<file path="config.mk">
export PLATFORM = sky130hd
export DESIGN_NAME = vga_ctrl
export DESIGN_NICKNAME = d
export VERILOG_FILES = /design/src/rtl/vga_pkg.sv /design/src/rtl/vga_timing_cnt.sv /design/src/rtl/vga_ctrl.sv
export SDC_FILE = /design/constraint.sdc
export NUM_CORES = 1
export LEC_CHECK = 0
export ABC_AREA = 1
export BUFFER_PORTS_ARGS = -buffer_cell sky130_fd_sc_hd__buf_2
export CAP_MARGIN = 10
export CORE_MARGIN = 2
export CORE_UTILIZATION = 54
export CTS_BUF_LIST = sky130_fd_sc_hd__clkbuf_16
export DETAILED_ROUTE_END_ITERATION = 6
export PLACE_DENSITY_LB_ADDON = 0.3
export SETUP_SLACK_MARGIN = 0.02
export SYNTH_ARGS = -nofsm -noshare
export SYNTH_HDL_FRONTEND = slang
export SYNTH_SLANG_ARGS = --single-unit
</file>
<file path="constraint.sdc">
create_clock -name clk -period 1.8 [get_ports clk]
set_input_delay 0.09 -clock clk [delete_from_list [all_inputs] [get_ports clk]]
set_output_delay 0.09 -clock clk [all_outputs]
set_load 0.1 [all_outputs]
</file>
<file path="src/rtl/vga_pkg.sv">
`default_nettype none
// ============================================================================
// Module      : vga_pkg
// Description : Shared VGA timing defaults (640x480 @ 60 Hz, 25 MHz pixel
//               clock), RGB565 pixel type and a few named colours.
// Ports       : none (package)
// Revision    : 1.0 - initial release
// ============================================================================
package vga_pkg;

  // Default 640x480 timing, in pixel clocks (horizontal) and lines (vertical)
  localparam int DEF_H_SYNC  = 96;
  localparam int DEF_H_BACK  = 48;
  localparam int DEF_H_VALID = 640;
  localparam int DEF_H_FRONT = 16;
  localparam int DEF_V_SYNC  = 2;
  localparam int DEF_V_BACK  = 33;
  localparam int DEF_V_VALID = 480;
  localparam int DEF_V_FRONT = 10;

  localparam int DEF_H_TOTAL = DEF_H_SYNC + DEF_H_BACK + DEF_H_VALID + DEF_H_FRONT;
  localparam int DEF_V_TOTAL = DEF_V_SYNC + DEF_V_BACK + DEF_V_VALID + DEF_V_FRONT;

  // Both raster counters are this wide; totals above 1024 do not fit
  localparam int CNT_W = 10;

  typedef struct packed {
    logic [4:0] r;
    logic [5:0] g;
    logic [4:0] b;
  } rgb565_t;

  localparam rgb565_t BLACK = '{r: 5'h00, g: 6'h00, b: 5'h00};
  localparam rgb565_t WHITE = '{r: 5'h1F, g: 6'h3F, b: 5'h1F};
  localparam rgb565_t RED   = '{r: 5'h1F, g: 6'h00, b: 5'h00};
  localparam rgb565_t GREEN = '{r: 5'h00, g: 6'h3F, b: 5'h00};
  localparam rgb565_t BLUE  = '{r: 5'h00, g: 6'h00, b: 5'h1F};

endpackage : vga_pkg
`default_nettype wire

</file>
<file path="src/rtl/vga_timing_cnt.sv">
`default_nettype none
// ============================================================================
// Module      : vga_timing_cnt
// Description : Horizontal / vertical raster position counters. h_cnt runs
//               0..H_TOTAL-1 every clock; v_cnt advances once per line and
//               wraps together with h_cnt at the end of the frame.
// Ports       : clk    in  pixel clock
//               rst    in  synchronous active-high reset
//               h_cnt  out current column within the full line
//               v_cnt  out current line within the full frame
// Revision    : 1.0 - initial release
// ============================================================================
module vga_timing_cnt
  import vga_pkg::*;
#(
  parameter int H_TOTAL = DEF_H_TOTAL,
  parameter int V_TOTAL = DEF_V_TOTAL
) (
  input  logic             clk,
  input  logic             rst,
  output logic [CNT_W-1:0] h_cnt,
  output logic [CNT_W-1:0] v_cnt
);

  localparam logic [CNT_W-1:0] C_H_LAST = CNT_W'(H_TOTAL - 1);
  localparam logic [CNT_W-1:0] C_V_LAST = CNT_W'(V_TOTAL - 1);

  logic [CNT_W-1:0] r_h_cnt;
  logic [CNT_W-1:0] r_v_cnt;
  logic             w_h_wrap;
  logic             w_v_wrap;

  assign w_h_wrap = (r_h_cnt == C_H_LAST);
  assign w_v_wrap = (r_v_cnt == C_V_LAST);

  always_ff @(posedge clk) begin
    if (rst) begin
      r_h_cnt <= '0;
      r_v_cnt <= '0;
    end else if (w_h_wrap) begin
      r_h_cnt <= '0;
      // The line counter only moves at the end of a line
      r_v_cnt <= w_v_wrap ? '0 : r_v_cnt + 1'b1;
    end else begin
      r_h_cnt <= r_h_cnt + 1'b1;
    end
  end

  assign h_cnt = r_h_cnt;
  assign v_cnt = r_v_cnt;

endmodule : vga_timing_cnt
`default_nettype wire

</file>
<file path="src/rtl/vga_ctrl.sv">
`default_nettype none
// ============================================================================
// Module      : vga_ctrl
// Description : VGA timing generator with a pixel-request interface. Every
//               output is registered from the raster counters of the previous
//               clock. Pixel requests lead active video by two clocks so a
//               generator with a fixed one-clock latency lines up with de.
// Ports       : clk          in   pixel clock
//               rst          in   synchronous active-high reset
//               pix_data     in   RGB565 answer to the previous request
//               pix_req      out  pixel request strobe
//               pix_x/pix_y  out  requested coordinate (held when idle)
//               hsync/vsync  out  sync pulses, asserted level SYNC_POL
//               de           out  active-video enable, aligned with rgb
//               rgb          out  RGB565 pixel, black outside active video
//               frame_start  out  one-clock pulse at raster origin
// Revision    : 1.0 - initial release
// ============================================================================
module vga_ctrl
  import vga_pkg::*;
#(
  parameter int   H_SYNC   = DEF_H_SYNC,
  parameter int   H_BACK   = DEF_H_BACK,
  parameter int   H_VALID  = DEF_H_VALID,
  parameter int   H_FRONT  = DEF_H_FRONT,
  parameter int   V_SYNC   = DEF_V_SYNC,
  parameter int   V_BACK   = DEF_V_BACK,
  parameter int   V_VALID  = DEF_V_VALID,
  parameter int   V_FRONT  = DEF_V_FRONT,
  parameter logic SYNC_POL = 1'b0
) (
  input  logic        clk,
  input  logic        rst,
  input  logic [15:0] pix_data,
  output logic        pix_req,
  output logic [9:0]  pix_x,
  output logic [9:0]  pix_y,
  output logic        hsync,
  output logic        vsync,
  output logic        de,
  output logic [15:0] rgb,
  output logic        frame_start
);

  localparam int C_H_TOTAL = H_SYNC + H_BACK + H_VALID + H_FRONT;
  localparam int C_V_TOTAL = V_SYNC + V_BACK + V_VALID + V_FRONT;

  // Window boundaries as counter-width constants (end values are exclusive)
  localparam logic [CNT_W-1:0] C_H_SYNC_END = CNT_W'(H_SYNC);
  localparam logic [CNT_W-1:0] C_V_SYNC_END = CNT_W'(V_SYNC);
  localparam logic [CNT_W-1:0] C_HA         = CNT_W'(H_SYNC + H_BACK);
  localparam logic [CNT_W-1:0] C_HA_END     = CNT_W'(H_SYNC + H_BACK + H_VALID);
  localparam logic [CNT_W-1:0] C_VA         = CNT_W'(V_SYNC + V_BACK);
  localparam logic [CNT_W-1:0] C_VA_END     = CNT_W'(V_SYNC + V_BACK + V_VALID);
  // Requests run two columns ahead of the visible window: one clock for the
  // generator, one for the rgb output register.
  localparam logic [CNT_W-1:0] C_REQ_BEG    = CNT_W'(H_SYNC + H_BACK - 2);
  localparam logic [CNT_W-1:0] C_REQ_END    = CNT_W'(H_SYNC + H_BACK + H_VALID - 2);

  logic [CNT_W-1:0] w_h_cnt;
  logic [CNT_W-1:0] w_v_cnt;

  vga_timing_cnt #(
    .H_TOTAL (C_H_TOTAL),
    .V_TOTAL (C_V_TOTAL)
  ) u_timing_cnt (
    .clk   (clk),
    .rst   (rst),
    .h_cnt (w_h_cnt),
    .v_cnt (w_v_cnt)
  );

  // --------------------------------------------------------------------------
  // Raster decode (current counter state)
  // --------------------------------------------------------------------------
  logic w_h_sync;
  logic w_v_sync;
  logic w_h_act;
  logic w_v_act;
  logic w_h_req;
  logic w_de;
  logic w_req;
  logic w_origin;

  assign w_h_sync = (w_h_cnt < C_H_SYNC_END);
  assign w_v_sync = (w_v_cnt < C_V_SYNC_END);
  assign w_h_act  = (w_h_cnt >= C_HA)      && (w_h_cnt < C_HA_END);
  assign w_v_act  = (w_v_cnt >= C_VA)      && (w_v_cnt < C_VA_END);
  assign w_h_req  = (w_h_cnt >= C_REQ_BEG) && (w_h_cnt < C_REQ_END);
  assign w_de     = w_h_act && w_v_act;
  assign w_req    = w_h_req && w_v_act;
  assign w_origin = (w_h_cnt == '0) && (w_v_cnt == '0);

  // --------------------------------------------------------------------------
  // Output registers
  // --------------------------------------------------------------------------
  logic        r_hsync;
  logic        r_vsync;
  logic        r_de;
  logic [15:0] r_rgb;
  logic        r_pix_req;
  logic [9:0]  r_pix_x;
  logic [9:0]  r_pix_y;
  logic        r_frame_start;

  always_ff @(posedge clk) begin
    if (rst) begin
      r_hsync       <= ~SYNC_POL;
      r_vsync       <= ~SYNC_POL;
      r_de          <= 1'b0;
      r_rgb         <= BLACK;
      r_pix_req     <= 1'b0;
      r_pix_x       <= '0;
      r_pix_y       <= '0;
      r_frame_start <= 1'b0;
    end else begin
      r_hsync       <= w_h_sync ? SYNC_POL : ~SYNC_POL;
      r_vsync       <= w_v_sync ? SYNC_POL : ~SYNC_POL;
      r_de          <= w_de;
      // pix_data already answers the request issued two columns earlier
      r_rgb         <= w_de ? pix_data : BLACK;
      r_pix_req     <= w_req;
      r_frame_start <= w_origin;
      // Coordinates hold between requests so an idle generator sees no change
      if (w_req) begin
        r_pix_x <= w_h_cnt - C_REQ_BEG;
        r_pix_y <= w_v_cnt - C_VA;
      end
    end
  end

  assign hsync       = r_hsync;
  assign vsync       = r_vsync;
  assign de          = r_de;
  assign rgb         = r_rgb;
  assign pix_req     = r_pix_req;
  assign pix_x       = r_pix_x;
  assign pix_y       = r_pix_y;
  assign frame_start = r_frame_start;

endmodule : vga_ctrl
`default_nettype wire

</file>
==> results of run 1 <==
-- tightest hold or removal path: stages --
cell,delay (ps)
buf_2,100
inv_1,60
nor2_1,40
-- sequential cells by signal (all words and copies together), names as in the netlist, 10 cells and up --
register	flops
u_timing_cnt.h_cnt	10
pix_x	10
pix_y	10
u_timing_cnt.v_cnt	10
rgb	16
-- cells in the final DEF, fill, tap and decap left out, types with 4 or more instances in the layout --
master / count
a21oi_1: 12
ha_1: 4
nand3_1: 13
o21ai_0: 6
nor2_2: 4
inv_1: 45
dfxtp_1: 59
buf_2: 58
nor2_1: 81
dlygate4sd3_1: 16
nand2_1: 87
nand4_1: 9
nor2_4: 4
nand2_2: 4
nor3_1: 6
xor2_1: 16
clkbuf_16: 10
buf_4: 7
-- metrics by stage --
stage | power (mW) | util | setup slack (ps) | hold WS (ps)
2_1_floorplan | 1.48 | - | 97.4 | 159
3_3_place_gp | 1.53 | 0.626 | 121 | 305
3_5_place_dp | 1.53 | 0.626 | 92.8 | 308
4_1_cts | 3.34 | 0.720 | 70.1 | 21.3
5_1_grt | 3.44 | 0.735 | -27.0 | 33.1
6_report | 3.35 | 0.735 | 113 | 20.9
-- report_power, final --
group / switching [mW] / total [mW] / internal, mW / leakage (nW)
Sequential: 0.00831 / 1.37 / 1.36 / 0.494
Combinational: 0.0999 / 0.166 / 0.0666 / 1.19
Clock: 0.608 / 1.81 / 1.20 / 0.153
Total: 0.717 / 3.35 / 2.63 / 1.84
-- per-layer routing --
metal / wire [um] / GRT usage / up-vias / share of wire
li1: - / - / 1370 / -
met1: 3000 / 0.290 / 1225 / 0.43
met2: 3470 / 0.416 / 98 / 0.49
met3: 465 / 0.0648 / 9 / 0.066
met4: 105 / 0.113 / 0 / 0.015
met5: 0 / 0 / - / 0
-- worst min path at each step --
stage	slack (ps)	from	cells after the start	end
finish	20	pix_data[9]	3	rgb[9]
global placement	300	pix_data[1]	3	rgb[1]
CTS	20	pix_data[9]	3	rgb[9]
floorplan	160	rst	1	u_timing_cnt.v_cnt[3]
detailed placement	310	pix_data[2]	3	rgb[2]
global route	30	pix_data[9]	3	rgb[9]
-- Yosys cell counts --
cell type   n
nor3_1      6
buf_1       2
o22ai_1     2
nand3_1    15
o21ai_1     1
ha_1        5
o211ai_1    1
nand4_1     9
nor4_1      2
buf_6       4
o211a_1     1
nor2_4      2
or2_2       2
o21ai_2     1
and3_1      1
inv_1      46
nor2_2      4
xnor2_1     1
nand3_2     2
o21ai_0     7
buf_2       8
o21bai_1    2
xor2_1     16
nand2_2     1
inv_2       1
a31oi_1     1
a21oi_1    12
nor2_1     83
nand2_1    90
dfxtp_1    61
-- cell families after synthesis --
family,count (synthesis),synth area share
and+or+nand+nor,217,0.330
AOI/OAI and AO/OA,28,0.0577
buffers and inverters,61,0.0968
xor gates and xnor gates,17,0.0536
DFF,61,0.440
adders and majority gates,5,0.0225
-- cell type report --
cell class,instances,area (um^2),share of cell area
multi-input combinational,267,1330,0.360
inverter,47,176,0.0476
sequential,61,1220,0.330
tap,70,87.6,0.0236
timing repair buffer,84,568,0.153
clock buffer,9,225,0.0608
clock inverter,7,90.1,0.0243
-- what timing repair did --
| action | 4_1_cts | 5_1_grt |
|---|---|---|
| resized for setup | 0 | 16 |
| hold buffers | 16 | 0 |
| setup buffers | 0 | 0 |
| setup endpoints to repair | 0 | 38 |
| hold endpoints to repair | 18 | 0 |
==> summary.txt, run 1 <==
Worst min path class -> in2reg
CTS tree -> done
Max Cap Violations -> 0
Kind of start point of the critical path -> flop
R2R Setup Slk -> 110 ps
Cell Pwr Density -> 904 nW/um^2
Clock skew -> 9.52 ps
Clk slew on worst S/H paths -> 60 ps
Worst reg-to-reg path cell count -> 11
Levels on crit path -> 11
CP endpoint kind -> flop
H-tree depth -> 3
Cell count after synthesis -> 389
Crit path DAT -> 1910 ps
Sequential area share after synthesis -> 0.440
Syn Std Cell Area -> 2780 um^2
Drt pass-1 iters -> 4
Syn_area_per_cell -> 7.14 um^2
CP top delay family -> simple AND/OR/NAND/NOR gates
Vias in the first global route -> 2,476
# rows -> 26
IO Count -> 59
Setup crit start -> u_timing_cnt.h_cnt[2]
Post-route ant nets -> 0
Port Buffers -> 58
Synthesized flop and latch total -> 61
Post-detail-place hpwl -> 4360 um
Synth area leader -> dfxtp_1
P&R area growth vs syn -> 33.4%
Final Instance Area -> 3700 um^2
Setup_tns -> 0 ps
Die footprint -> 5730 um^2
TritonCTS Buffers -> 9
WL/cell -> 12.9 um
Max Buffers Root-to-Sink -> 2
Core area -> 5040 um^2
Worst reg2reg endpoint -> pix_y[7]
Worst r2r src -> u_timing_cnt.h_cnt[2]
Global placement routability congestion -> 0.900
Crit path max fanout -> 19
Drc violations -> 0
Yosys cell types -> 30
Maximum clock rate -> 0.593 GHz
Root Buffer Master -> clkbuf_16
Routed WL -> 7050 um
Gr ovfl total -> 0
Initial drt markers -> 164
Clk_lat worst skew -> 330 ps
Critical path cell sequence -> ha_2 -> nand2_1 -> nor2_1 -> nand3_1 -> nand3_2 -> nand2_2 -> nor2_4 -> clkbuf_16 -> nand2_1 -> nand2_1 -> nor2_1
DR vias -> 2,702
Final setup fails -> 0
Synth Warn # -> 0
Fraction of layout cells with a size suffix above 1 -> 0.227
Final Hold Fails -> 0
Die Ht -> 75.7 um
Min cycle time layout -> 1690 ps
Pleak -> 1.84 nW
DIE WIDTH -> 75.7 um
Peak supply drop -> 0.506 mV
Inst Count DP -> 512
Part of the cycle the worst path needs -> 0.937
Cell Area, Placed -> 3160 um^2
Fin cells -> 545
Antenna cell count -> 0
Slowest CP cell -> dfxtp_2
Largest net degree at the start of global routing -> 39
Global-route wire length before repair -> 10,700 um
Status -> complete, no violations
CP max stage delay -> 370 ps
Initial Utilization -> 0.551
WP data required -> 2030 ps
Synth area leaders -> dfxtp_1, nand2_1, nor2_1
Worst-Margin Slew -> 503 ps
All-layer global routing usage -> 0.246
CP dominant cell by count -> nand2_1
Syn Nets -> 412
Via density -> 4.96
Slew headroom -> 0.667
CTS sink count -> 61
Fill cells -> 341
CP Class -> reg2reg
Top cell type's share of synthesized area -> 0.440
Max Transition Viols Final -> 0
Nets -> 493
Initial antenna violation count -> 0
Crit path buffers/inverters -> 1
Worst Setup EP -> pix_y[7]
(Power assumes the default switching activity.)
==> run 2: changes to the inputs <==
--- a/config.mk
+++ b/config.mk
@@ -12,7 +12,7 @@
 export CORE_UTILIZATION = 54
 export CTS_BUF_LIST = sky130_fd_sc_hd__clkbuf_16
 export DETAILED_ROUTE_END_ITERATION = 6
-export PLACE_DENSITY_LB_ADDON = 0.3
+export PLACE_DENSITY = 0.84
 export SETUP_SLACK_MARGIN = 0.02
 export SYNTH_ARGS = -nofsm -noshare
 export SYNTH_HDL_FRONTEND = slang
==> run 2 against run 1 <==
Against the previous run: the flow now finishes with violations (hold timing, setup timing); final cell count is 1.1% higher; sequential cell count did not move; via count grew 9.5%; largest cell class unchanged; register-to-register slack got worse by 220 ps; wire length up 23%; sequential power barely moved; count of clock-buffer cells in the layout unchanged; combinational power increased by 4%; worst hold slack got worse by 24 ps; design area rose by 2.3%.
==> summary.txt, run 2 (synthesis gave the netlist of run 1 again) <==
Port Buffers -> 58 (unchanged)
Core area -> 5040 um^2 (unchanged)
Max Buffers Root-to-Sink -> 2 (unchanged)
Largest net degree at the start of global routing -> 29 (was 39)
TritonCTS Buffers -> 9 (unchanged)
Crit path DAT -> 2110 ps (was 1910 ps)
H-tree depth -> 3 (unchanged)
Worst-Margin Slew -> 513 ps (was 503 ps)
Initial drt markers -> 439 (was 164)
Maximum clock rate -> 0.526 GHz (was 0.593 GHz)
Clk slew on worst S/H paths -> 60 ps (about the same)
Worst min path class -> in2reg (unchanged)
Post-route setup slack -> -103 ps (was 113 ps)
Drt pass-1 iters -> 6 (was 4)
Commonest cells after routing, fill and taps aside -> nand2_1, nor2_1, buf_2, dfxtp_1, inv_1 (was nand2_1, nor2_1, dfxtp_1, buf_2, inv_1)
Min cycle time layout -> 1900 ps (was 1690 ps)
DR vias -> 2,960 (was 2,702)
CTS sink count -> 61 (unchanged)
P&R area growth vs syn -> 36.5% (was 33.4%)
Final setup fails -> 11 (was 0)
Met2 GRT Util -> 0.461 (was 0.416)
Critical path cell sequence -> inv_1 -> nand2_1 -> nor2_1 -> nand3_1 -> nand3_2 -> nand2_2 -> nor2_4 -> clkbuf_16 -> nor2_1 -> nor2_1 (was ha_2 -> nand2_1 -> nor2_1 -> nand3_1 -> nand3_2 -> nand2_2 -> nor2_4 -> clkbuf_16 -> nand2_1 -> nand2_1 -> nor2_1)
Slowest CP cell -> dfxtp_1 (was dfxtp_2)
CP dominant cell by count -> nor2_1 (was nand2_1)
# rows -> 26 (unchanged)
Slew headroom -> 0.660 (was 0.667)
Post-route ant nets -> 0 (unchanged)
Design Power -> 3.29 mW (was 3.35 mW)
Vias in the first global route -> 2,629 (was 2,476)
Status -> complete, but fails checks (was complete, no violations)
Root Buffer Master -> clkbuf_16 (unchanged)
Max Cap Violations -> 0 (unchanged)
WP data required -> 2010 ps (was 2030 ps)
Commonest non-fill, non-tap cell in the layout -> nand2_1 (unchanged)
CP max stage delay -> 490 ps (was 370 ps)
Gr ovfl total -> 0 (unchanged)
Failing checks -> hold timing, setup timing
DIE WIDTH -> 75.7 um (unchanged)
Cell Area, Placed -> 3190 um^2 (was 3160 um^2)
IO Count -> 59 (unchanged)
Clk_lat worst skew -> 340 ps (was 330 ps)
Kind of start point of the critical path -> flop (unchanged)
Fin util -> 0.752 (was 0.735)
Peak supply drop -> 0.551 mV (was 0.506 mV)
Final Instance Area -> 3790 um^2 (was 3700 um^2)
Fraction of layout cells with a size suffix above 1 -> 0.258 (was 0.227)
Antenna cell count -> 0 (unchanged)
Crit path max fanout -> 14 (was 19)
Fill cells -> 303 (was 341)
Via density -> 5.37 (was 4.96)
Clock skew -> 10.2 ps (was 9.52 ps)
Part of the cycle the worst path needs -> 1.06 (was 0.937)
Largest register FFs -> 16 (unchanged)
CTS tree -> done (unchanged)
Drc violations -> 0 (unchanged)
WL/cell -> 15.8 um (was 12.9 um)
CP Class -> reg2reg (unchanged)
Die Ht -> 75.7 um (unchanged)
Global-route track usage on met3 -> 0.0754 (was 0.0648)
Routed WL -> 8690 um (was 7050 um)
Grt met1 use -> 0.315 (was 0.290)
Nets -> 499 (was 493)
Max Transition Viols Final -> 0 (unchanged)
Final Hold Fails -> 1 (was 0)
Hold Slack -> -3.46 ps (was 20.9 ps)
Top Usage Layer GRT -> met2 (unchanged)
All-layer global routing usage -> 0.272 (was 0.246)
Cell Pwr Density -> 868 nW/um^2 (was 904 nW/um^2)
Global-route wire length before repair -> 11,600 um (was 10,700 um)
Initial Utilization -> 0.551 (unchanged)
Initial antenna violation count -> 0 (unchanged)
Post CTS Setup Buffer Count -> 0 (unchanged)
R2R Setup Slk -> -100 ps (was 110 ps)
Pleak -> 1.88 nW (was 1.84 nW)
Post-detail-place hpwl -> 4620 um (was 4360 um)
CP endpoint kind -> flop (unchanged)
Die footprint -> 5730 um^2 (unchanged)
Global placement routability congestion -> 0.951 (was 0.900)
-- run 2: changes by cell type in the layout (fill, tap and decap cells not counted), moves of 2 or more --
cell     before  now
dfxtp_4       0    2
dfxtp_2       2    7
inv_6         0    2
dfxtp_1      59   52
buf_4         7   10
-- run 2: path summary, 6_finish.rpt --
kind                         startpoint               endpoint  cells after the start
setup reg to reg  u_timing_cnt.h_cnt[8]               pix_x[7]                     10
hold reg to reg   u_timing_cnt.h_cnt[0]  u_timing_cnt.h_cnt[0]                      1
hold / removal                      rst  u_timing_cnt.v_cnt[3]                      2
setup / recovery  u_timing_cnt.h_cnt[8]               pix_x[7]                     10
-- run 2: critical path: cells and delay by family, from the launching register on --
family | cells | cell delay [ps]
and+or+nand+nor | 8 | 970
DFF | 1 | 490
buffers and inverters | 2 | 330
-- run 2: per-layer routing --
layer	share of wire	vias to the layer above
met1	0.39	1365
met5	0	-
met2	0.48	161
met4	0.049	0
li1	-	1380
met3	0.085	54
-- run 2: what timing repair did --
| action | CTS | global route |
|---|---|---|
| hold buffers | 15 | 0 |
| gates resized for setup | 0 | 29 |
| endpoints found under the hold margin | 15 | 0 |
| endpoints found under the setup margin | 0 | 39 |
-- run 2: report_power, final --
part | internal [mW] | switching [mW]
Sequential | 1.36 | 0.0104
Combinational | 0.0686 | 0.104
Clock | 1.08 | 0.669
-- run 2: per-stage QoR --
stage          instances  hold slack (ps)  worst slack (ps)  TNS [ps]
4_1_cts              547            0.488              42.6         0
3_5_place_dp         516              309              52.6         0
5_1_grt              551           -0.371              -306     -2120
3_3_place_gp         516              301               150         0
6_report             551            -3.46              -103      -345
2_1_floorplan        389              159              97.4         0
-- run 2: cell type report --
class | count | area, um^2 | share of cell area
tap | 70 | 87.6 | 0.0231
clock buffer | 9 | 225 | 0.0594
clock inverter | 7 | 73.8 | 0.0195
sequential | 61 | 1240 | 0.326
timing repair buffer | 89 | 622 | 0.164
inverter | 47 | 176 | 0.0465
multi-input combinational | 268 | 1370 | 0.361
==> run 3: changes to the inputs <==
--- a/config.mk
+++ b/config.mk
@@ -8,12 +8,15 @@
 export ABC_AREA = 1
 export BUFFER_PORTS_ARGS = -buffer_cell sky130_fd_sc_hd__buf_2
 export CAP_MARGIN = 10
+export CORE_ASPECT_RATIO = 1.75
 export CORE_MARGIN = 2
 export CORE_UTILIZATION = 54
 export CTS_BUF_LIST = sky130_fd_sc_hd__clkbuf_16
 export DETAILED_ROUTE_END_ITERATION = 6
 export PLACE_DENSITY = 0.84
 export SETUP_SLACK_MARGIN = 0.02
+export SLEW_MARGIN = 0
 export SYNTH_ARGS = -nofsm -noshare
 export SYNTH_HDL_FRONTEND = slang
+export SYNTH_HIERARCHICAL = 1
 export SYNTH_SLANG_ARGS = --single-unit
==> run 3 against run 2 <==
Against the previous run: the flow now finishes without violations; sequential share of layout area is 2.8 points lower; die area is 5.4% higher; worst hold slack better by 61 ps; global-route usage is 5.9 points higher; synthesized area is 5.3% higher; critical path depth is 1 higher; non-clock buffer count is 26 higher; register-to-register slack better by 110 ps; largest cell class unchanged; largest power group unchanged; highest routed layer unchanged.
==> summary.txt, run 3 <==
R2R Setup Slk -> 10 ps (was -100 ps)
WL/cell -> 16.9 um (was 15.8 um)
Gate power share -> 0.053 (was 0.052)
Peak supply drop -> 0.770 mV (was 0.551 mV)
Die Ht -> 101 um (was 75.7 um)
DIE WIDTH -> 59.6 um (was 75.7 um)
Largest net degree at the start of global routing -> 24 (was 29)
Int Power -> 2.63 mW (was 2.51 mW)
Worst min path class -> in2reg (unchanged)
Synth area leader -> dfxtp_1 (unchanged)
Global-route wire length before repair -> 14,800 um (was 11,600 um)
Worst-Margin Slew -> 499 ps (was 513 ps)
Initial drt markers -> 288 (was 439)
Sw Share -> 0.221 (was 0.238)
Slew headroom -> 0.670 (was 0.660)
Pleak -> 2.16 nW (was 1.88 nW)
Clock Power Share -> 0.543 (was 0.531)
Drt pass-1 iters -> 6 (unchanged)
Crit path buffers/inverters -> 1 (was 2)
Die footprint -> 6040 um^2 (was 5730 um^2)
Max Cap Violations -> 0 (unchanged)
Yosys cell types -> 30 (unchanged)
Crit path DAT -> 2000 ps (was 2110 ps)
Asr flop ratio synth -> 0 (unchanged)
Commonest cells post-synth -> nand2_1, nor2_1, inv_1 (was nand2_1, nor2_1, dfxtp_1)
Gr ovfl total -> 0 (unchanged)
Routed WL -> 10,400 um (was 8690 um)
Commonest cells after routing, fill and taps aside -> nand2_1, nor2_1, inv_1, dfxtp_1, buf_2 (was nand2_1, nor2_1, buf_2, dfxtp_1, inv_1)
Clk_lat worst skew -> 330 ps (was 340 ps)
Post-route setup slack -> 10.4 ps (was -103 ps)
Min cycle time layout -> 1790 ps (was 1900 ps)
Clk slew on worst S/H paths -> 60 ps (about the same)
Drc violations -> 0 (unchanged)
Core area -> 5260 um^2 (was 5040 um^2)
Via density -> 5.52 (was 5.37)
CP top delay family -> simple AND/OR/NAND/NOR gates (unchanged)
Top-count cell post-synth -> nand2_1 (unchanged)
Root Buffer Master -> clkbuf_16 (unchanged)
Design Power -> 3.38 mW (was 3.29 mW)
CTS tree -> done (unchanged)
P&R area growth vs syn -> 39.9% (was 36.5%)
Post-route ant nets -> 0 (unchanged)
Post-detail-place hpwl -> 4990 um (was 4620 um)
Part of the cycle the worst path needs -> 0.994 (was 1.06)
Commonest non-fill, non-tap cell in the layout -> nand2_1 (unchanged)
Port Buffers -> 58 (unchanged)
Final setup fails -> 0 (was 11)
Syn Nets -> 458 (was 412)
CP endpoint kind -> flop (unchanged)
Global-route track usage on met3 -> 0.105 (was 0.0754)
Synth Warn # -> 6 (was 0)
Initial Utilization -> 0.556 (was 0.551)
Antenna cell count -> 0 (unchanged)
Cell Pwr Density -> 827 nW/um^2 (was 868 nW/um^2)
Slowest CP cell -> dfxtp_1 (unchanged)
Vias in the first global route -> 3,244 (was 2,629)
Post-Place Worst Slack -> -208 ps (was 52.6 ps)
Hold Slack -> 57.1 ps (was -3.46 ps)
CP dominant cell by count -> nand2_1 (was nor2_1)
Clock skew -> 5.91 ps (was 10.2 ps)
EDFF count, synth -> 0 (unchanged)
Sequential share of power -> 0.404 (was 0.417)
Synthesized flop and latch total -> 61 (unchanged)
Top cell type's share of synthesized area -> 0.418 (was 0.440)
WP data required -> 2010 ps (about the same)
Largest register FFs -> 16 (unchanged)
Max Buffers Root-to-Sink -> 2 (unchanged)
CTS sink count -> 61 (unchanged)
TritonCTS Buffers -> 9 (unchanged)
Nets -> 578 (was 499)
Syn Std Cell Area -> 2920 um^2 (was 2780 um^2)
Top_reg_cell synth -> dfxtp_1 (unchanged)
# rows -> 35 (was 26)
Fin cells -> 614 (was 551)
All-layer global routing usage -> 0.331 (was 0.272)
Inst Count DP -> 574 (was 516)
Crit path max fanout -> 5 (was 14)
Kind of start point of the critical path -> flop (unchanged)
Synth area leaders -> dfxtp_1, nand2_1, nor2_1 (unchanged)
Initial antenna violation count -> 0 (unchanged)
DR vias -> 3,390 (was 2,960)
H-tree depth -> 3 (unchanged)
Maximum clock rate -> 0.559 GHz (was 0.526 GHz)
Cell count after synthesis -> 434 (was 389)
Grt met1 use -> 0.313 (was 0.315)
Met2 GRT Util -> 0.578 (was 0.461)
Critical path cell sequence -> ha_1 -> nand2_1 -> nor2_1 -> nand2_1 -> nand3_2 -> nor2_4 -> buf_4 -> nor2_4 -> nand2_1 -> nand2_1 -> nor2_1 (was inv_1 -> nand2_1 -> nor2_1 -> nand3_1 -> nand3_2 -> nand2_2 -> nor2_4 -> clkbuf_16 -> nor2_1 -> nor2_1)
Syn_area_per_cell -> 6.74 um^2 (was 7.14 um^2)
Fraction of layout cells with a size suffix above 1 -> 0.261 (was 0.258)
Global placement routability congestion -> 0.911 (was 0.951)
Max Transition Viols Final -> 0 (unchanged)
Top Usage Layer GRT -> met2 (unchanged)
Switching Power -> 749 uW (was 784 uW)
Final Hold Fails -> 0 (was 1)
Status -> complete, no violations (was complete, but fails checks)
IO Count -> 59 (unchanged)
Sequential area share after synthesis -> 0.418 (was 0.440)
CP Class -> reg2reg (unchanged)
CP max stage delay -> 370 ps (was 490 ps)
[run 3: cell count changes after synthesis, moves of 5 or more]
| cell | delta |
|---|---|
| inv_1 | +21 |
| nand2_1 | +28 |
| xor2_1 | -6 |
| nor2_1 | +14 |
| a21oi_1 | -5 |
| buf_2 | -5 |
| nand3_1 | +6 |
[run 3: power by group through the flow]
stage	sequential [mW]	clock (mW)	combinational [mW]
after detailed placement	1.40	0	0.139
final	1.37	1.84	0.178
after global routing	1.37	1.92	0.192
after CTS	1.37	1.82	0.165
after global placement	1.40	0	0.135
after floorplan	1.43	0	0.0504
[run 3: final timing paths]
path,from,to,depth (start not counted)
max reg2reg,u_timing_cnt/h_cnt[2],pix_y[8],11
min reg2reg,u_timing_cnt/h_cnt[0],u_timing_cnt/h_cnt[0],1
max,u_timing_cnt/h_cnt[2],pix_y[8],11
min,rst,u_timing_cnt/v_cnt[5],2
[run 3: area by class of cell]
cell class              instances  area, um^2
clock buffers                   9         225
clock inverters                 7        90.1
fillers                       302        1160
inverters                      68         255
multi-input cells             299        1470
flip-flops and latches         61        1220
well taps                      55        68.8
repair buffers                115         758
[run 3: what timing repair did]
| item | 4_1_cts | 5_1_grt |
|---|---|---|
| resized for setup | 3 | 18 |
| gates cloned | 2 | 1 |
| endpoints found under the hold margin | 15 | 1 |
| endpoints found under the setup margin | 21 | 37 |
| hold buffers | 15 | 1 |
| pin swaps | 2 | 5 |
| buffers inserted | 2 | 3 |
[run 3: logic make-up after synthesis]
kind of cell | count (synthesis) | synth area share
simple gates | 258 | 0.371
buf+inv | 77 | 0.110
compound gates | 19 | 0.0359
flops | 61 | 0.418
xor+xnor | 13 | 0.0389
fa+ha+maj | 6 | 0.0257
[run 3: layer usage]
layer,vias up,part of all wire
met5,-,0
met4,0,0.076
li1,1551,-
met3,89,0.090
met1,1514,0.33
met2,236,0.50
[run 3: through the flow]
step | util | cell area (um^2) | TNS, ps
global placement | 0.663 | 3490 | -1670
CTS | 0.760 | 3990 | 0
global route | 0.778 | 4090 | -439
detailed placement | 0.663 | 3490 | -3120
finish | 0.778 | 4090 | 0
floorplan | - | 2920 | 0
[run 3: worst reg2reg max path, stage by stage (launching register included)]
cell     delay (ps)
dfxtp_1         370
ha_1            190
nand2_1          80
nor2_1          130
nand2_1          90
nand3_2          90
nor2_4           70
buf_4           160
nor2_4          230
nand2_1         100
nand2_1          90
nor2_1           60
